===== src/rtl/led_cmd_pkg.sv =====
// Shared encodings for the UART-driven LED command sequencer.
// Opcodes, response bytes, modes and LED reload values.
package led_cmd_pkg;

  localparam logic [7:0] OP_MODE  = 8'h4D;
  localparam logic [7:0] OP_SPEED = 8'h53;
  localparam logic [7:0] OP_PAT   = 8'h50;

  localparam logic [7:0] RSP_OK  = 8'h4B;
  localparam logic [7:0] RSP_ERR = 8'h45;
  localparam logic [7:0] RSP_TO  = 8'h54;

  localparam logic [7:0] MODE_MAX = 8'd4;

  typedef enum logic [2:0] {
    MODE_OFF    = 3'd0,
    MODE_FLOW_L = 3'd1,
    MODE_FLOW_R = 3'd2,
    MODE_BLINK  = 3'd3,
    MODE_STATIC = 3'd4
  } mode_e;

  typedef enum logic {
    ST_IDLE,
    ST_WAIT_ARG
  } state_e;

  localparam logic [3:0] LED_OFF    = 4'b0000;
  localparam logic [3:0] LED_FLOW_L = 4'b1000;
  localparam logic [3:0] LED_FLOW_R = 4'b0001;
  localparam logic [3:0] PAT_RST    = 4'b1000;

  function automatic logic [3:0] mode_reload(
    input mode_e      m,
    input logic [3:0] pat
  );
    case (m)
      MODE_FLOW_L: return LED_FLOW_L;
      MODE_FLOW_R: return LED_FLOW_R;
      MODE_BLINK:  return pat;
      MODE_STATIC: return pat;
      default:     return LED_OFF;
    endcase
  endfunction

endpackage


===== src/rtl/led_cmd_sequencer_tick_gen.sv =====
// Base tick counter plus speed divider; step fires every
// (speed+1) base ticks, one cycle wide.
module tick_gen #(
  parameter logic [24:0] BASE_CNT = 25'd1_999_999
) (
  input  logic       i_clk,
  input  logic       i_rst_n,
  input  logic [3:0] i_speed,
  input  logic       i_div_clr,
  output logic       o_step
);

  logic [24:0] r_base_cnt;
  logic        r_base_tick;
  logic [3:0]  r_div;
  logic        r_step;

  always_ff @(posedge i_clk or negedge i_rst_n) begin
    if (!i_rst_n) begin
      r_base_cnt  <= '0;
      r_base_tick <= 1'b0;
      r_div       <= '0;
      r_step      <= 1'b0;
    end else begin
      if (r_base_cnt == BASE_CNT) begin
        r_base_cnt  <= '0;
        r_base_tick <= 1'b1;
      end else begin
        r_base_cnt  <= r_base_cnt + 25'd1;
        r_base_tick <= 1'b0;
      end
      // A speed change restarts the step period from scratch
      if (i_div_clr) begin
        r_div  <= '0;
        r_step <= 1'b0;
      end else if (r_base_tick) begin
        if (r_div == i_speed) begin
          r_div  <= '0;
          r_step <= 1'b1;
        end else begin
          r_div  <= r_div + 4'd1;
          r_step <= 1'b0;
        end
      end else begin
        r_step <= 1'b0;
      end
    end
  end

  assign o_step = r_step;

endmodule


===== src/rtl/led_cmd_sequencer.sv =====
// Parses 2-byte UART command frames, sequences the 4 LEDs
// and returns a 1-byte ack/nak through the tx handshake.
module led_cmd_sequencer
  import led_cmd_pkg::*;
#(
  parameter logic [24:0] BASE_CNT    = 25'd1_999_999,
  parameter logic [24:0] ARG_TIMEOUT = 25'd24_999_999
) (
  input  logic       sys_clk,
  input  logic       rst_n,
  input  logic [7:0] rx_data,
  input  logic       rx_valid,
  input  logic       tx_busy,
  output logic [7:0] tx_data,
  output logic       tx_req,
  output logic [3:0] led
);

  state_e      r_state;
  logic [7:0]  r_opcode;
  logic [24:0] r_to_cnt;
  mode_e       r_mode;
  logic [3:0]  r_speed;
  logic [3:0]  r_pattern;
  logic [3:0]  r_led;
  logic        r_pend;
  logic [7:0]  r_pend_data;
  logic        r_tx_req;
  logic [7:0]  r_tx_data;

  logic       w_step;
  logic       w_exec;
  logic       w_hi_zero;
  logic       w_set_mode;
  logic       w_set_speed;
  logic       w_set_pat;
  logic       w_timeout;
  logic       w_rsp_vld;
  logic       w_launch;
  logic [7:0] w_rsp;
  logic [3:0] w_led_step;

  assign w_exec      = (r_state == ST_WAIT_ARG) && rx_valid;
  assign w_hi_zero   = (rx_data[7:4] == 4'd0);
  assign w_set_mode  = w_exec && (r_opcode == OP_MODE)
                     && (rx_data <= MODE_MAX);
  assign w_set_speed = w_exec && (r_opcode == OP_SPEED) && w_hi_zero;
  assign w_set_pat   = w_exec && (r_opcode == OP_PAT) && w_hi_zero;
  assign w_timeout   = (r_state == ST_WAIT_ARG) && !rx_valid
                     && (r_to_cnt == ARG_TIMEOUT);
  assign w_rsp_vld   = w_exec || w_timeout;
  assign w_launch    = r_pend && !tx_busy;

  always_comb begin
    w_rsp = RSP_ERR;
    unique case (1'b1)
      w_timeout:                         w_rsp = RSP_TO;
      w_set_mode, w_set_speed, w_set_pat: w_rsp = RSP_OK;
      default:                           w_rsp = RSP_ERR;
    endcase
  end

  always_comb begin
    w_led_step = r_led;
    case (r_mode)
      MODE_FLOW_L: w_led_step = {r_led[2:0], r_led[3]};
      MODE_FLOW_R: w_led_step = {r_led[0], r_led[3:1]};
      MODE_BLINK:  w_led_step = r_led ^ r_pattern;
      default:     w_led_step = r_led;
    endcase
  end

  tick_gen #(
    .BASE_CNT (BASE_CNT)
  ) u_tick (
    .i_clk     (sys_clk),
    .i_rst_n   (rst_n),
    .i_speed   (r_speed),
    .i_div_clr (w_set_speed),
    .o_step    (w_step)
  );

  always_ff @(posedge sys_clk or negedge rst_n) begin
    if (!rst_n) begin
      r_state     <= ST_IDLE;
      r_opcode    <= '0;
      r_to_cnt    <= '0;
      r_mode      <= MODE_OFF;
      r_speed     <= '0;
      r_pattern   <= PAT_RST;
      r_led       <= LED_OFF;
      r_pend      <= 1'b0;
      r_pend_data <= '0;
      r_tx_req    <= 1'b0;
      r_tx_data   <= '0;
    end else begin
      r_tx_req <= 1'b0;
      if (w_launch) begin
        r_tx_req  <= 1'b1;
        r_tx_data <= r_pend_data;
        r_pend    <= 1'b0;
      end
      // Single slot: a newer response replaces an unsent one
      if (w_rsp_vld) begin
        r_pend      <= 1'b1;
        r_pend_data <= w_rsp;
      end

      case (r_state)
        ST_IDLE: begin
          r_to_cnt <= '0;
          if (rx_valid) begin
            r_opcode <= rx_data;
            r_state  <= ST_WAIT_ARG;
          end
        end
        ST_WAIT_ARG: begin
          if (rx_valid || w_timeout) begin
            r_state  <= ST_IDLE;
            r_to_cnt <= '0;
          end else begin
            r_to_cnt <= r_to_cnt + 25'd1;
          end
        end
        default: r_state <= ST_IDLE;
      endcase

      if (w_set_speed) r_speed   <= rx_data[3:0];
      if (w_set_pat)   r_pattern <= rx_data[3:0];

      // Reload beats a coincident step
      if (w_set_mode) begin
        r_mode <= mode_e'(rx_data[2:0]);
        r_led  <= mode_reload(mode_e'(rx_data[2:0]), r_pattern);
      end else if (r_mode == MODE_STATIC) begin
        r_led <= r_pattern;
      end else if (w_step) begin
        r_led <= w_led_step;
      end
    end
  end

  assign tx_req  = r_tx_req;
  assign tx_data = r_tx_data;
  assign led     = r_led;

endmodule


===== config.mk =====
export PLATFORM = sky130hd
export DESIGN_NAME = led_cmd_sequencer
export DESIGN_NICKNAME = d
export VERILOG_FILES = /design/src/rtl/led_cmd_pkg.sv /design/src/rtl/led_cmd_sequencer_tick_gen.sv /design/src/rtl/led_cmd_sequencer.sv
export SDC_FILE = /design/constraint.sdc
export NUM_CORES = 1
export LEC_CHECK = 0
export CORE_UTILIZATION = 40
export DETAILED_ROUTE_END_ITERATION = 8
export PLACE_DENSITY = 0.67
export REMOVE_ABC_BUFFERS = 1
export SETUP_SLACK_MARGIN = 0.02
export SLEW_MARGIN = 20
export SYNTH_ARGS = -nofsm -noshare
export SYNTH_HDL_FRONTEND = slang
export SYNTH_HIERARCHICAL = 1
export SYNTH_SLANG_ARGS = --single-unit

===== constraint.sdc =====
create_clock -name sys_clk -period 4.4 [get_ports sys_clk]
set_input_delay 1.1 -clock sys_clk [delete_from_list [all_inputs] [get_ports sys_clk]]
set_output_delay 1.1 -clock sys_clk [all_outputs]
set_load 0.01 [all_outputs]

# == Word level (Yosys, flattened, before mapping) ==
# Cells that the tools add are included.
# totals
register_bits,98
in_bits,12
# classes
n_addsub,3
order_cmp,1
eq_ne,14
muxes,22
n_bitwise,2
reduce_logical,23
# ops
cell,count
25-bit by 1-bit adder with 25-bit output (second input constant),2
25-bit two-way mux,2
25-bit case mux with 2 select lines,1
25-bit by 21-bit == test with 1-bit output (second input constant),1
25-bit == test (second input constant),1
8-bit by 7-bit == test with 1-bit output (second input constant),3
4-bit two-way mux,6
4-bit case mux with 3 select lines,2
3-bit by 2-bit == test with 1-bit output (second input constant),4
1-bit logical AND,10
5-bit case mux with 2 select lines,1
1-bit two-way mux,9
8-bit by 3-bit less-or-equal comparator with 1-bit output (second input constant),1
3-bit by 1-bit == test with 1-bit output (second input constant),2
3-bit == test (second input constant),2
5-bit nonzero test,1
4-bit by 1-bit adder with 4-bit output (second input constant),1
4-bit == test,1
4-bit logical NOT,1
2-bit AND reduction,2
2-bit nonzero test,2
4-bit bitwise XOR,1
3-bit nonzero test,1
3-bit OR reduction,1
other kinds (5),7

# == Logic depth before layout (Yosys ltp) ==
# Gate-level depths: netlist of the first run.
# depth
depth_word,6
depth_mapped,7
ltp_nobuf,6

# == Modules after synthesis ==
# Netlist of the first run, hierarchy kept.
# by_module_without_submodules
module,n_inst,cells_per_inst,area_per_inst_um2,seq_area_each_um2
led_cmd_sequencer,1,303,3176.8,1527.7
tick_gen,1,140,1527.7,775.7

# == Worst setup path before layout of the first run ==
# OpenSTA, ideal clock, no wires.
# synth_path
path_kind,input to register
startpoint,input port rx_data[7]
endpoint,register r_pattern[0]
setup_ns,0.125
arrival_time_ns,2.290
t_required_ns,4.275
setup_slack_ns,1.985
cell_stages,5
path_cell_list,nor4_4 nand3_1 or3b_1 buf_6 mux2_4
# synth_between
elab_chain_len,2
# synth_lines
item,line_no,text
start: declaration,led_cmd_sequencer.sv:11,"input logic [7:0] rx_data,"
4-bit logical NOT,led_cmd_sequencer.sv:44,assign w_hi_zero = (rx_data[7:4] == 4'd0);
1-bit logical AND,led_cmd_sequencer.sv:48,assign w_set_pat = w_exec && (r_opcode == OP_PAT) && w_hi_zero;
end signal: assignment,led_cmd_sequencer.sv:129,if (w_set_pat) r_pattern <= rx_data[3:0];
end: declaration,led_cmd_sequencer.sv:24,logic [3:0] r_pattern;
# Every way passes these cells.
# A chain may end at the register's enable or synchronous reset.

# == Worst setup path in the final report of the first run ==
# Same ends and word-level chain as after synthesis.

==> results of run 1 <==
worst max path at each step:
stage | startpoint | end | slack, ns | cells past startpoint
after floorplan | rx_data[7] | r_pattern[0]$_DFFE_PN0P_ | 1.97 | 4
after global placement | rx_data[7] | r_pattern[1]$_DFFE_PN0P_ | 1.42 | 5
after detailed placement | rx_data[4] | r_pattern[0]$_DFFE_PN0P_ | 1.36 | 5
after CTS | rx_data[4] | r_pattern[0]$_DFFE_PN0P_ | 1.73 | 5
after global routing | rx_data[0] | r_mode[2]$_DFFE_PN0P_ | 1.59 | 5
final | rx_data[7] | r_pattern[0]$_DFFE_PN0P_ | 1.74 | 5
cell families (layout without fill, tap and decap cells):
logic type	Yosys count	in the layout	share of synthesized area, %
other	1	2	0.0797
and+or+nand+nor	181	181	23.6
adders and majority gates	3	3	0.798
buffers and inverters	31	50	3.32
AOI/OAI and AO/OA	68	68	9.02
muxes	28	28	6.97
xor gates and xnor gates	39	39	7.26
DFF	92	92	49.0
cell type report:
class                           instances  area (µm²)
Fill cell                            1057        6130
Inverter                               11        41.3
Clock buffer                           10         239
Timing Repair Buffer                   23         229
Clock inverter                          6        51.3
Tap cell                              143         179
Multi-Input combinational cell        321        2250
Sequential cell                        92        2300
worst max-delay path, stage by stage:
cell and delay [ns]:
clkdlybuf4s50_1 0.46, nor4_4 0.36, nand3_1 0.10, or3b_1 0.53, mux2_4 0.34
registers in the layout, indices dropped and copies added, names as in the netlist:
| name | cells |
|---|---|
| r_pend | 1 |
| r_state | 1 |
| u_tick/o_step | 1 |
| r_mode | 3 |
| r_speed | 4 |
| r_pattern | 4 |
| r_pend_data | 5 |
| tx_req | 1 |
| u_tick/r_base_tick | 1 |
| u_tick/r_div | 4 |
| r_to_cnt | 25 |
| u_tick/r_base_cnt | 25 |
| led | 4 |
| tx_data | 5 |
| r_opcode | 8 |
placed cells by master, fill, tap and decap left out, types with 4 or more instances in the layout:
| master | count |
|---|---|
| mux2_2 | 19 |
| inv_1 | 11 |
| and4_1 | 5 |
| nand4_1 | 18 |
| nand2b_1 | 6 |
| dfrtp_1 | 91 |
| nor2b_1 | 10 |
| and2_1 | 7 |
| nor3b_1 | 5 |
| o22ai_1 | 7 |
| o21ai_0 | 13 |
| nor2_1 | 30 |
| or4_1 | 7 |
| mux2_4 | 4 |
| a21oi_1 | 20 |
| or3_1 | 9 |
| nand2_1 | 25 |
| clkdlybuf4s50_1 | 21 |
| clkbuf_16 | 9 |
| nand3_1 | 23 |
| o31ai_1 | 7 |
| nand3b_1 | 9 |
| xor2_1 | 18 |
| xnor2_1 | 21 |
| inv_6 | 4 |
power by group:
group | switching [mW] | internal (mW)
Combinational | 0.0601 | 0.0519
Clock | 0.346 | 0.410
Sequential | 0.0242 | 0.872
Total | 0.430 | 1.33
per-layer routing:
metal  track usage (%)  vias up  part of all wire, %
li1                  -     1629                    -
met1              20.7     1651                   47
met2              25.8       57                   48
met3              2.58       15                  2.6
met4              7.02        0                  2.0
met5                 0        -                    0
stage by stage:
step           power, mW  area, µm²  worst slack [ns]  std cells
2_1_floorplan      0.966       4590              1.97        424
3_3_place_gp        1.02       5000              1.42        590
3_5_place_dp        1.03       5000              1.36        590
4_1_cts             1.78       5290              1.73        606
5_1_grt             1.83       5290              1.59        606
6_report            1.76       5290              1.74        606
==> qor.yml, run 1 <==
synth_top_area_share_pct: 48.4
power_density_nw_per_um2: 333
drtAntennaViolNets: 0
final.setup.tns_ns: 0
holdPathEnd: "u_tick/r_base_cnt[0]$_DFF_PN0_"
die_h_um: 110
grtUsageTotal_pct: 15.8
numCtsBuffers: 9
io_buffers: 22
leakage_nw: 2.19
fin_hold_ws_ns: 0.451
tritoncts: "done"
initialDrtViolationCount: 175
gp_congestion: 0.844
async_flop_share_pct: 100
avgRoutedWirePerCell_um: 14.8
max_slew.worst_pin.slew_ns: 1.03
min_from: "u_tick/r_base_cnt[0]$_DFF_PN0_"
ctsHoldBuffers: 0
max_freq_mhz: 376
drv_cap: 0
ctsRootBufferMaster: "clkbuf_16"
syn_area_per_cell_um2: 10.6
synth_cells: 443
cp.required_ns: 4.63
clockBufferDepth: 2
arrival_ns: 2.89
hp-class: "flop to flop"
rr_worst_depth: 4
rsz0062_at_grt: "false"
synthesis.area_um2: 4700
clk_pin_slew_ns: 0.07
row_count: 39
min_period_ns: 2.66
dieArea_um2: 12200
status: "finished clean"
ys_ff_latch: 92
yosysWarnings: 6
yosysMostFrequentCell: "dfrtp_1"
slew_violations: 0
post-route-util_pct: 46.3
insertion_delay_ns: 0.35
setup_viol: 0
areaGrowthSynthToFinish_pct: 12.5
routed_via_density: 5.53
diodes: 0
antenna_found_initial: 0
yosysSeqAreaShare_pct: 49.0
vias: 3352
max_slew_margin_pct: 31.0
drive_gt1_share_pct: 12.5
max-vdd-ir-drop_v: 0.000150
start_util_pct: 41.2
num_io_pins: 25
timing.rr.end: "r_to_cnt[2]$_DFF_PN0_"
grt_pass1_vias: 3325
dr.pass1.iters: 4
yosysTopAreaCell: "dfrtp_1"
dieWidth_um: 110
grt_overflow_total: 0
hpwl_um: 6290
wirelength_um: 8950
critPathMaxFanout: 6
worstSetupPathType: "primary input to flop"
cts.sinks: 92
grt_pass1_wl_um: 15800
ctsResizeCount: 0
whs_path_depth: 1
htreeDepth: 3
ys.flop_type: "dfrtp_1"
nets: 473
design.core.area_um2: 11400
synth_area_leaders: "dfrtp_1 48%, mux2_2 4.5%, xnor2_1 3.9%, xor2_1 3.4%, nand3_1 2.4%"
period_share_pct: 60.4
fin_skew_ns: 0.0111
cp-start-kind: "primary input"
synth_edf_count: 0
ys_types: 63
setup.worst_path.end_class: "flop"
postCtsSetupBuffers: 0
synth.top_cells.by_count: "91 x dfrtp_1, 30 x nor2_1, 25 x nand2_1"
grt_max_degree: 83
route.detailed.drc: 0
reg2reg_setup_slack_ns: 2.11
hold_viol: 0
reg2reg_from: "r_to_cnt[7]$_DFF_PN0_"
No activity file was read; power rests on OpenSTA's default activity.
==> run 2, diff against run 1 <==
Settings changed: PLACE_DENSITY 0.67 to 0.69.
Clock period 4.4 ns to 2.4 ns, I/O delays scaled along.
==> run 2 against run 1 <==
Net effect:
- sequential power is 84% higher
- flip-flop and latch count stayed put
- largest power group unchanged
- worst setup slack got worse by 1.5 ns
- critical path depth stayed put
- routed wire length rose by 1.1%
- die area did not move
- clock-buffer cell count shrank 1
- final area grew 2.6%
- hold slack worse by 0.22 ns
- combinational power is 100% higher
- final cell count grew 2.8%
==> qor.yml, run 2 (synthesis results as in run 1) <==
fillCellCount: 1039
drv_cap: 0
max-vdd-ir-drop_v: 0.000308
worstPathCellList: "clkdlybuf4s50_1 > nor4_4 > nand3_1 > or3b_1 > mux2_4"
worst_slack_ns: 0.285
grtUsageTotal_pct: 15.6
use_met3_pct: 3.35
hold_viol: 0
cp-start-kind: "primary input"
cts.sinks: 92
clockBufferDepth: 2
dieArea_um2: 12200
vias: 3384
power_density_nw_per_um2: 593
initialDrtViolationCount: 244
insertion_delay_ns: 0.35
die_h_um: 110
fin_skew_ns: 0.00764
pwr-share-clk_pct: 42.0
antenna_found_initial: 0
drive_gt1_share_pct: 15.6
numPlacedInstances: 607
tritoncts: "done"
grt_overflow_total: 0
critPathMaxFanout: 6
status: "finished clean"
slew_violations: 0
rr_worst_depth: 4
diodes: 0
grt_util_met1_pct: 20.9
clk_pin_slew_ns: 0.07
cp.required_ns: 2.63
io_buffers: 22
gr-usage-met2_pct: 24.8
htreeDepth: 3
max_freq_mhz: 473
post-route-util_pct: 47.5
dr.pass1.iters: 4
final.setup.tns_ns: 0
routed_via_density: 5.43
post_layout_nonfiller_instances: 623
arrival_ns: 2.35
rsz0062_at_grt: "false"
numCtsBuffers: 9
reg.largest.list: "r_to_cnt: 25 flops, u_tick/r_base_cnt: 25 flops, r_opcode: 8 flops"
avgRoutedWirePerCell_um: 14.5
grt_max_degree: 52
design.core.area_um2: 11400
cp_slowest_cell: "or3b_1"
layout_common_cells: "91 x dfrtp_1, 30 x nor2_1, 25 x nand2_1"
final_common_cell: "dfrtp_1"
areaGrowthSynthToFinish_pct: 15.3
p_int_mw: 2.43
gp_congestion: 0.826
nets: 490
drtAntennaViolNets: 0
max_stage_delay_ns: 0.53
hp-class: "primary input to asynchronous set/reset pin"
period_share_pct: 88.1
leakage_nw: 2.27
postCtsSetupBuffers: 0
wirelength_um: 9050
max_slew.worst_pin.slew_ns: 0.679
dp_slack_ns: -0.0798
switchingPower_mw: 0.793
power_mw: 3.22
worstSetupPathType: "primary input to flop"
switching_share_pct: 24.6
ctsRootBufferMaster: "clkbuf_16"
setup_viol: 0
min_period_ns: 2.12
hpwl_um: 6370
start_util_pct: 41.2
busiest_layer: "met2"
route.detailed.drc: 0
dieWidth_um: 110
grt_pass1_wl_um: 15700
pwr-share-comb_pct: 7.0
num_io_pins: 25
max_slew_margin_pct: 54.6
grt_pass1_vias: 3358
seqPwrFrac_pct: 51.1
setup.worst_path.end_class: "flop"
row_count: 39
==> run 2: area by class of cell <==
type / count / area (µm²) / area share (%)
multi-input combinational: 321 / 2260 / 41.6
sequential: 92 / 2300 / 42.4
timing repair buffer: 40 / 365 / 6.73
clock buffer: 9 / 225 / 4.15
tap: 143 / 179 / 3.30
clock inverter: 7 / 56.3 / 1.04
inverter: 11 / 41.3 / 0.761
==> run 2: metal layers <==
metal | vias up | wire length, µm | share of wire, %
li1 | 1659 | - | -
met4 | 0 | 138 | 1.5
met1 | 1663 | 4400 | 49
met5 | - | 0 | 0
met2 | 51 | 4270 | 47
met3 | 11 | 237 | 2.6
==> run 2: repair_timing <==
item | in CTS | in global routing
gates resized for setup | 0 | 1
setup endpoints to repair | 0 | 26
hold endpoints to repair | 0 | 0
hold buffers | 0 | 0
==> run 2: power by group through the flow <==
stage	combinational, mW	sequential [mW]	clock (mW)
2_1_floorplan	0.105	1.67	0
3_3_place_gp	0.221	1.67	0
3_5_place_dp	0.227	1.67	0
4_1_cts	0.228	1.64	1.39
5_1_grt	0.247	1.65	1.46
6_report	0.224	1.65	1.35
==> run 2: critical path, delay by kind of cell <==
kind,cells,cell delay [ns]
buf+inv,1,0.46
mux,1,0.34
simple gates,3,0.94
==> run 2: stage by stage <==
stage	hold slack, ns	area [µm²]
final	0.228	5430
after global routing	0.270	5430
after CTS	0.249	5420
after detailed placement	0.455	5140
after global placement	0.438	5140
after floorplan	0.304	4590
==> run 2: path summary, 6_finish.rpt <==
kind	slack, ns	to	startpoint
worst max-delay path	0.28	r_pattern[0]$_DFFE_PN0P_	rx_data[7]
worst min-delay path	0.23	r_to_cnt[2]$_DFF_PN0_	rst_n
min in group sys_clk	0.46	u_tick/r_base_cnt[0]$_DFF_PN0_	u_tick/r_base_cnt[0]$_DFF_PN0_
worst min register to register	0.46	u_tick/r_base_cnt[0]$_DFF_PN0_	u_tick/r_base_cnt[0]$_DFF_PN0_
max in group asynchronous	1.50	u_tick/r_base_cnt[24]$_DFF_PN0_	rst_n
worst max register to register	0.35	r_to_cnt[2]$_DFF_PN0_	r_to_cnt[15]$_DFF_PN0_
==> run 3, diff against run 2 <==
Settings changed: GPL_ROUTABILITY_DRIVEN set to 1.
==> results of run 3 <==
Final layout, timing and power as in run 2 (identical DEF).
==> edit, RTL diff (config.mk and constraints of run 3) <==
Reset style: synchronous (`i_rst_n` and `rst_n`), changed in 2 clocked blocks.
--- a/src/rtl/led_cmd_sequencer_tick_gen.sv
+++ b/src/rtl/led_cmd_sequencer_tick_gen.sv
@@ -16,5 +16,5 @@
   logic        r_step;
 
-  always_ff @(posedge i_clk or negedge i_rst_n) begin
+  always_ff @(posedge i_clk) begin
     if (!i_rst_n) begin
       r_base_cnt  <= '0;
--- a/src/rtl/led_cmd_sequencer.sv
+++ b/src/rtl/led_cmd_sequencer.sv
@@ -81,5 +81,5 @@
   );
 
-  always_ff @(posedge sys_clk or negedge rst_n) begin
+  always_ff @(posedge sys_clk) begin
     if (!rst_n) begin
       r_state     <= ST_IDLE;
Function: differs if rst_n is asserted again (counterexample within 4 cycles, from zero or initial values and one cycle with rst_n low); with rst_n held inactive, the same outputs for 10 cycles.
==> edit against run 3 <==
Sequential cell count unchanged. Final area is 8.8% lower. Wire length is 6.3% lower. Clock skew grew 0.0072 ns. Total power is 7.9% lower. First-iteration DRC count down 36%. Largest cell class is now multi-input gates. Setup slack worse by 0.042 ns. Largest power group unchanged. Synthesized area is 7.7% lower. Count of clock-buffer cells in the layout is 1 higher. Critical path type is now reg -> reg.
==> edit: results (changes against run 3) <==
worst_hold_path:
  min_from: "r_opcode[6]"
  hold_class: "reg -> reg"
critical_path:
  path_max_fanout: 11  # +5
  critPathMaxStageDelay_ns: 0.63  # +0.10 ns
  crit_family: "simple AND/OR/NAND/NOR gates"
  crit_slowest_cell: "or4_4"
  crit_start: "u_tick/r_base_cnt[0]"
drt:
  dr.pass1.iters: 4  # unchanged
  avgViaCountPerCell: 5.31  # -2.2%
  drt_iter0_drc: 156  # -36%
  wire_per_inst_um: 12.8  # -12%
layout:
  top_regs: "r_to_cnt x25, u_tick/r_base_cnt x25, r_opcode x8"
  drive_gt1_share_pct: 8.19  # -7.4 points
  n_antenna_cell: 0  # unchanged
  layout.nets: 535  # +9.2%
cts:
  path_clk_slew_ns: 0.09  # +0.02 ns
  clock-root-buffer: "clkbuf_8"
  max-clock-path-buffers: 2  # unchanged
  cts_setup_buffers: 0  # unchanged
  cts_resized: 0  # unchanged
  cts_buffers: 9  # unchanged
  htreeDepth: 3  # unchanged
  clk_latency_ns: 0.37  # +0.02 ns
placement:
  port_buffers: 22  # unchanged
  post_dp_cell_area_sq_um: 4690  # -8.6%
  gp_congestion: 0.824  # -0.29%
  dpl.hpwl_um: 6070  # -4.7%
global_route:
  grt_pass1_wl_um: 14800  # -5.8%
  grt_antenna_before_repair: 0  # unchanged
  grt_pass1_vias: 3287  # -2.1%
  grt_max_degree: 32  # -38%
  track_usage_pct: 16.1  # +0.46 points
synth:
  yosysWarnings: 6  # unchanged
  synth.distinct_cells: 55  # -13%
  synth_area_leaders: "dfxtp_1, nor2_1, xor2_1"
  synth_common_cells: "dfxtp_1, nor2_1, nand2_1, a21oi_1, xor2_1"
  async_reset_ff_share_pct: 0  # -100 points
  synth_seq_area_share_pct: 42.4  # -6.6 points
timing:
  worst_pin_slew_ns: 0.739  # +0.0602 ns
  clock_skew_ns: 0.0149  # +0.00723 ns
power_and_ir_drop:
  leakagePower_uw: 0.00178  # -21%
  netSwitchingPower_uw: 639  # -19%
  peakVddDrop_mv: 0.344  # +12%
status:
  status: "finished, final reports clean"
==> edit: cell count changes in the layout (fill, tap and decap cells not counted), moves of 5 or more <==
cell       before  now
a21oi_1        20   35
dfrtp_1        91    0
nand2_1        25   43
clkbuf_16       9    0
dfxtp_1         0   92
mux2_2         19    0
mux2i_1         2   20
clkbuf_8        0   10
nor3_1          1    7
nor2_1         30   66
buf_4          18   13
nand3b_1        9    3
xor2_1         18   27
==> edit: layout make-up <==
cell class	instances	area, sq um
Fill cell	976	5470
Multi-Input combinational cell	368	2310
Sequential cell	92	1840
Timing Repair Buffer	35	318
Tap cell	136	170
Clock buffer	10	138
Clock inverter	6	116
Inverter	14	52.6
==> edit: worst reg2reg max path, cell delays in order, from the launching register on <==
cell and delay (ns):
dfxtp_1 0.40, ha_1 0.25, nand3_2 0.14, or4_4 0.64, or4_1 0.52, a21oi_1 0.14
==> edit: kinds of logic after synthesis <==
family | after synthesis | share of synthesized area, %
fa+ha+maj | 3 | 0.864
compound gates | 76 | 10.8
buf+inv | 41 | 4.44
mux | 20 | 4.61
other cells | 1 | 0.0863
simple gates | 223 | 27.9
flops | 92 | 42.4
xor+xnor | 44 | 8.87
==> edit: final timing paths <==
| path | to | slack, ns | cells past startpoint |
|---|---|---|---|
| setup / recovery | u_tick/r_base_cnt[24] | 0.24 | 5 |
| hold / removal | r_opcode[6] | 0.46 | 2 |
| setup reg to reg | u_tick/r_base_cnt[24] | 0.24 | 5 |
| hold reg to reg | r_opcode[6] | 0.46 | 2 |
==> edit: metal layers <==
layer,GRT usage [%],up-vias,part of all wire (%)
li1,-,1785,-
met1,20.6,1641,49
met2,26.4,72,46
met3,2.94,14,3.3
met4,6.75,0,1.7
met5,0,-,0
==> edit: power by group through the flow <==
stage / registers, uW / logic [uW] / clock network (uW)
after floorplan: 1590 / 58.2 / 0
after global placement: 1600 / 117 / 0
after detailed placement: 1600 / 120 / 0
after CTS: 1560 / 121 / 1310
after global routing: 1560 / 133 / 1380
final: 1560 / 119 / 1280
==> edit: per-stage QoR <==
step / worst slack, ns / std cells
finish: 0.243 / 661
global route: 0.0775 / 661
CTS: 0.245 / 661
detailed placement: -0.0329 / 645
global placement: 0.0438 / 645
floorplan: 0.365 / 474
